$ cat config.mk
export PLATFORM = sky130hd
export DESIGN_NAME = ife_block_serializer
export DESIGN_NICKNAME = d
export VERILOG_FILES = /design/src/rtl/ife_pkg.sv /design/src/rtl/ife_sat_counter.sv /design/src/rtl/ife_block_serializer.sv
export SDC_FILE = /design/constraint.sdc
export NUM_CORES = 1
export LEC_CHECK = 0
export ABC_AREA = 1
export CORE_ASPECT_RATIO = 1.25
export CORE_MARGIN = 3
export CORE_UTILIZATION = 49
export CTS_CLUSTER_SIZE = 40
export DETAILED_ROUTE_END_ITERATION = 7
export GPL_ROUTABILITY_DRIVEN = 0
export PLACE_DENSITY = 0.81
export REMOVE_ABC_BUFFERS = 1
export SLEW_MARGIN = 20
export SYNTH_ARGS = -nofsm -noshare
export SYNTH_HDL_FRONTEND = slang
export SYNTH_SLANG_ARGS = --single-unit
$ cat constraint.sdc
create_clock -name clk -period 5.8 [get_ports clk]
set_input_delay 1.16 -clock clk [delete_from_list [all_inputs] [get_ports clk]]
set_output_delay 1.16 -clock clk [all_outputs]
set_load 0.01 [all_outputs]
$ cat src/rtl/ife_pkg.sv
// Shared IFE types: block record, serializer states and slot-width helper.
package ife_pkg;

  localparam int IFE_BLOCK_ID_WIDTH = 8;
  localparam int IFE_INSTR_WIDTH    = 32;
  localparam int IFE_BLOCK_SIZE     = 4;

  // Slot index width; a single-slot block still needs one bit.
  function automatic int IFE_SLOT_W(input int block_size);
    return (block_size > 1) ? $clog2(block_size) : 1;
  endfunction

  typedef struct packed {
    logic [IFE_BLOCK_ID_WIDTH-1:0]                id;
    logic [IFE_BLOCK_SIZE*IFE_INSTR_WIDTH-1:0]    instrs;
    logic                                         is_fallback;
  } ife_block_t;

  typedef enum logic {
    IFE_SER_IDLE = 1'b0,
    IFE_SER_EMIT = 1'b1
  } ife_ser_state_e;

endpackage

$ cat src/rtl/ife_sat_counter.sv
// Generic saturating up-counter; holds at all-ones until reset.
module ife_sat_counter #(
  parameter int WIDTH = 16
) (
  input  logic             clk,
  input  logic             rst,
  input  logic             inc_i,
  output logic [WIDTH-1:0] count_o
);

  logic [WIDTH-1:0] count_q;
  logic [WIDTH-1:0] count_d;

  always_comb begin
    count_d = count_q;
    if (inc_i && (count_q != '1)) begin
      count_d = count_q + WIDTH'(1);
    end
  end

  always_ff @(posedge clk) begin
    if (rst) begin
      count_q <= '0;
    end else begin
      count_q <= count_d;
    end
  end

  assign count_o = count_q;

endmodule

$ cat src/rtl/ife_block_serializer.sv
// Accepts a whole instruction block and emits it one slot per cycle with
// valid/ready on both sides; counts accepted fallback blocks.
module ife_block_serializer
  import ife_pkg::*;
#(
  parameter int BLOCK_ID_WIDTH = 8,
  parameter int INSTR_WIDTH    = 32,
  parameter int BLOCK_SIZE     = 4,
  parameter int CNT_WIDTH      = 16,
  localparam int SLOT_W        = IFE_SLOT_W(BLOCK_SIZE)
) (
  input  logic                              clk,
  input  logic                              rst,
  input  logic [BLOCK_ID_WIDTH-1:0]         block_id_in,
  input  logic [BLOCK_SIZE*INSTR_WIDTH-1:0] block_in,
  input  logic                              is_fallback_in,
  input  logic                              valid_in,
  output logic                              ready_in,
  input  logic                              flush,
  output logic [INSTR_WIDTH-1:0]            instr_out,
  output logic [SLOT_W-1:0]                 slot_out,
  output logic [BLOCK_ID_WIDTH-1:0]         block_id_out,
  output logic                              is_fallback_out,
  output logic                              first_out,
  output logic                              last_out,
  output logic                              valid_out,
  input  logic                              ready_out,
  output logic                              busy,
  output logic [CNT_WIDTH-1:0]              fallback_cnt
);

  // Buffer is padded to a power of two so any slot code indexes in range.
  localparam int                DEPTH     = 1 << SLOT_W;
  localparam logic [SLOT_W-1:0] LAST_SLOT = SLOT_W'(BLOCK_SIZE - 1);

  ife_ser_state_e                state_q, state_d;
  logic [SLOT_W-1:0]             slot_q, slot_d;
  logic [BLOCK_ID_WIDTH-1:0]     id_q, id_d;
  logic                          fb_q, fb_d;
  logic [INSTR_WIDTH-1:0]        buf_q [DEPTH];
  logic [INSTR_WIDTH-1:0]        blk_words [BLOCK_SIZE];

  logic emit;
  logic at_last;
  logic accept;

  genvar gi;
  generate
    for (gi = 0; gi < BLOCK_SIZE; gi++) begin : g_unpack
      assign blk_words[gi] = block_in[gi*INSTR_WIDTH +: INSTR_WIDTH];
    end
  endgenerate

  assign emit    = (state_q == IFE_SER_EMIT);
  assign at_last = emit && (slot_q == LAST_SLOT);
  // Reload on the last beat keeps back-to-back blocks bubble-free.
  assign ready_in = !flush && (!emit || (at_last && ready_out));
  assign accept   = valid_in && ready_in;

  always_comb begin
    state_d = state_q;
    slot_d  = slot_q;
    id_d    = id_q;
    fb_d    = fb_q;
    if (flush) begin
      state_d = IFE_SER_IDLE;
      slot_d  = '0;
    end else if (accept) begin
      state_d = IFE_SER_EMIT;
      slot_d  = '0;
      id_d    = block_id_in;
      fb_d    = is_fallback_in;
    end else if (emit && ready_out) begin
      if (at_last) begin
        state_d = IFE_SER_IDLE;
        slot_d  = '0;
      end else begin
        slot_d = slot_q + SLOT_W'(1);
      end
    end
  end

  always_ff @(posedge clk) begin
    if (rst) begin
      state_q <= IFE_SER_IDLE;
      slot_q  <= '0;
      id_q    <= '0;
      fb_q    <= 1'b0;
    end else begin
      state_q <= state_d;
      slot_q  <= slot_d;
      id_q    <= id_d;
      fb_q    <= fb_d;
    end
  end

  always_ff @(posedge clk) begin
    if (rst) begin
      for (int i = 0; i < DEPTH; i++) begin
        buf_q[i] <= '0;
      end
    end else if (accept) begin
      for (int i = 0; i < BLOCK_SIZE; i++) begin
        buf_q[i] <= blk_words[i];
      end
    end
  end

  assign instr_out       = buf_q[slot_q];
  assign slot_out        = slot_q;
  assign block_id_out    = id_q;
  assign is_fallback_out = fb_q;
  assign valid_out       = emit;
  assign busy            = emit;
  assign first_out       = emit && (slot_q == '0);
  assign last_out        = at_last;

  ife_sat_counter #(
    .WIDTH (CNT_WIDTH)
  ) u_fb_cnt (
    .clk     (clk),
    .rst     (rst),
    .inc_i   (accept && is_fallback_in),
    .count_o (fallback_cnt)
  );

endmodule

==> results_dict.tcl <==
set metrics [dict create \
    status "finished clean" \
    placement_rows 50 \
    power_density_nw_per_um2 256.1 \
    hold_ws_ps 483.7 \
    worst_slew_pin_slew_ps 1078 \
    synth.avg_cell_area_um2 9.548 \
    vias 5983 \
    cts_buffers 17 \
    syn_area_um2 7686 \
    min_period_over_period 0.7273 \
    synth_fa_ha_area_frac 0.004884 \
    pwr-share-seq 0.491 \
    stdcell_count 1217 \
    numPortBuffers 205 \
    rsz0062_at_grt "false" \
    skew_ps 7.633 \
    gr-usage-all-layers 0.2133 \
    die_area_um2 17230 \
    worstPathMaxFanout 33 \
    cp.required_ps 4640 \
    p_sw_mw 0.6237 \
    layout_commonest_cell "clkdlybuf4s50_1" \
    htree_num_levels 4 \
    layout_common_cells "clkdlybuf4s50_1, nor2_1, inv_1, edfxtp_1, o21ai_0" \
    grt_antenna_before_repair 1 \
    worst_r2r_path_depth 6 \
    grt_pass1_wl_um 29340 \
    synthCells 805 \
    cp_cell_sequence "buf_4 -> clkinv_1 -> o21ai_0 -> o22ai_1 -> clkdlybuf4s50_1" \
    ys_seq_area_frac 0.5782 \
    p_int_mw 2.048 \
    pwr-share-comb 0.105 \
    clockBufferDepth 2 \
    cts_setup_buffers 0 \
    hpwl_um 12080 \
    clkSinkCount 158 \
    io_pins 206 \
    max-slew-margin-rel 0.2801 \
    slew_viol_final 0 \
    synth.yosys.warnings 0 \
    clockRootBuffer "clkbuf_16" \
    syn2layout_area_growth_pct 35.73 \
    worstSetupPathType "reg -> out" \
    via_per_inst 4.916 \
    synth_mux_area_frac 0 \
    numPlacedInstances 1184 \
    ant_nets 0 \
    setup_violations 0 \
    max_stage_delay_ps 940 \
    reg2reg_from "slot_out[0]$_SDFFE_PP0P_" \
    min_to "is_fallback_out$_SDFFE_PP0P_" \
    hold_violations 0 \
    gr-total-overflow 0 \
    synthXorXnorAreaFrac 0.004558 \
    die_w_um 118.0 \
    critPathArrivalTime_ps 3060 \
    seq_area_um2 4446 \
    ys_ff_latch 158 \
    fin_nets 1140 \
    grt_pass1_vias 5793 \
    fmax_ghz 0.2371 \
    start_util 0.5056 \
    yosys.area_share.simple 0.2116 \
    power.share.clock 0.403 \
    synth_cell_type_count 31 \
    ctsResizeCount 0 \
    p_leak_nw 4.344 \
    post-route-min-period_ps 4218 \
    slowest_stage "clkinv_1" \
    multiInputGateArea_um2 2411 \
    cts_tree "done" \
    final_layout_size_suffix_gt1_frac 0.1121 \
    hold_path_depth 2 \
    end_kind "output port" \
    tns_ps 0 \
    grt_max_degree 93 \
    ir_worst_vdd_mv 0.1794 \
    p_sw_frac 0.2334 \
    hold_buffers 0 \
    wl_per_cell_um 14.96 \
    coreArea_um2 15200 \
    wirelength_um 18210 \
    synth_compound_area_frac 0.09067 \
    die_h_um 146.0 \
    fillers 1165 \
    rr_endpoint "buf_q[2][7]$_SDFFCE_PN0P_" \
    insertion_delay_ps 420 \
    synth_top_family_by_area "simple AND/OR/NAND/NOR gates" \
    maxCapViolCount 0 \
    clk_pin_slew_worst_paths_ps 60 \
    drtIter0Drc 545 \
    rrSetupSlack_ps 3160 \
    drt_pass1_iterations 7 \
    hp-start "is_fallback_out$_SDFFE_PP0P_" \
    drcViolationCount 0 \
    hp-class "reg -> reg" \
    critPathLaunchType "flop" \
]
==> sequential cells by signal, indices dropped and copies added (netlist names), named ones only <==
signal and cells:
busy 1, block_id_out 8, slot_out 2, is_fallback_out 1, u_fb_cnt.count_o 16, buf_q 128
==> cells by family (layout without fill, tap and decap cells) <==
kind of cell / after synthesis / in the layout
AO/OA/AOI/OAI: 122 / 122
adder cells (fa/ha/maj): 3 / 3
buffers and inverters: 202 / 405
AND/OR/NAND/NOR: 316 / 316
flip-flops: 158 / 158
other: 0 / 1
XOR/XNOR: 4 / 4
==> cell type report <==
type | count | area share
diodes | 1 | 0.0002399
flip-flops and latches | 158 | 0.4261
inverters | 163 | 0.05877
clock buffers | 17 | 0.04078
multi-input cells | 445 | 0.2311
clock inverters | 15 | 0.01415
repair buffers | 210 | 0.2039
well taps | 208 | 0.02495
==> power groups by stage <==
stage / combinational, mW / clock (mW) / sequential, mW
final: 0.282 / 1.08 / 1.31
after global routing: 0.304 / 1.15 / 1.32
after CTS: 0.284 / 1.10 / 1.31
after detailed placement: 0.282 / 0 / 1.34
after global placement: 0.278 / 0 / 1.33
after floorplan: 0.114 / 0 / 1.34
==> critical path, delay by kind of cell, from the launching register on <==
kind	cells	cell delay (ps)
buffers and inverters	3	1820
AO/OA/AOI/OAI	2	510
flip-flops	1	300
==> synth_stat cells <==
| cell type | n | share of area |
|---|---|---|
| nor3_1 | 3 | 0.0020 |
| nand3_1 | 23 | 0.015 |
| nand3_2 | 1 | 0.0013 |
| buf_8 | 4 | 0.0078 |
| o21ai_0 | 74 | 0.048 |
| clkinv_2 | 1 | 0.00065 |
| a21oi_1 | 5 | 0.0033 |
| buf_6 | 3 | 0.0044 |
| inv_1 | 160 | 0.078 |
| nand4_4 | 1 | 0.0028 |
| a211oi_1 | 2 | 0.0020 |
| nand2_1 | 50 | 0.024 |
| o22ai_1 | 32 | 0.026 |
| nor2_1 | 171 | 0.084 |
| ha_1 | 3 | 0.0049 |
| buf_4 | 1 | 0.00098 |
| a21oi_2 | 8 | 0.0091 |
| buf_1 | 3 | 0.0015 |
| nand2_2 | 14 | 0.011 |
| xor2_1 | 3 | 0.0034 |
| nor2_2 | 5 | 0.0041 |
| nand3b_1 | 1 | 0.00098 |
| dfxtp_1 | 30 | 0.078 |
| nor2_4 | 43 | 0.063 |
| a21oi_4 | 1 | 0.0021 |
| clkinv_1 | 2 | 0.00098 |
| clkbuf_1 | 16 | 0.0078 |
| buf_2 | 12 | 0.0078 |
| xnor2_1 | 1 | 0.0011 |
| edfxtp_1 | 128 | 0.50 |
| nand4_1 | 4 | 0.0033 |
==> worst max path at each step <==
stage / startpoint / end / slack, ps / cells after the start
after floorplan: ready_out / buf_q[0][0]$_SDFFCE_PN0P_ / 930 / 4
after global placement: rst / buf_q[1][9]$_SDFFCE_PN0P_ / 1550 / 5
after detailed placement: rst / buf_q[0][13]$_SDFFCE_PN0P_ / 1480 / 5
after CTS: flop / instr_out[7] / 1680 / 5
after global routing: flop / instr_out[22] / 1300 / 5
final: flop / instr_out[22] / 1580 / 5
==> layer usage <==
layer  GRT usage  part of all wire
met2      0.3626              0.50
met5           0                 0
met4     0.06921             0.024
met1      0.2597              0.40
met3     0.06625             0.078
==> through the flow <==
step	instance area, µm²	utilization	power [mW]	setup WS [ps]
floorplan	7453	-	1.456	925.3
global placement	9857	0.6484	1.613	1555
detailed placement	9857	0.6484	1.618	1484
CTS	10430	0.6861	2.694	1682
global route	10430	0.6863	2.770	1299
finish	10430	0.6863	2.672	1582
Note: power is estimated with default switching activity, not from simulation.
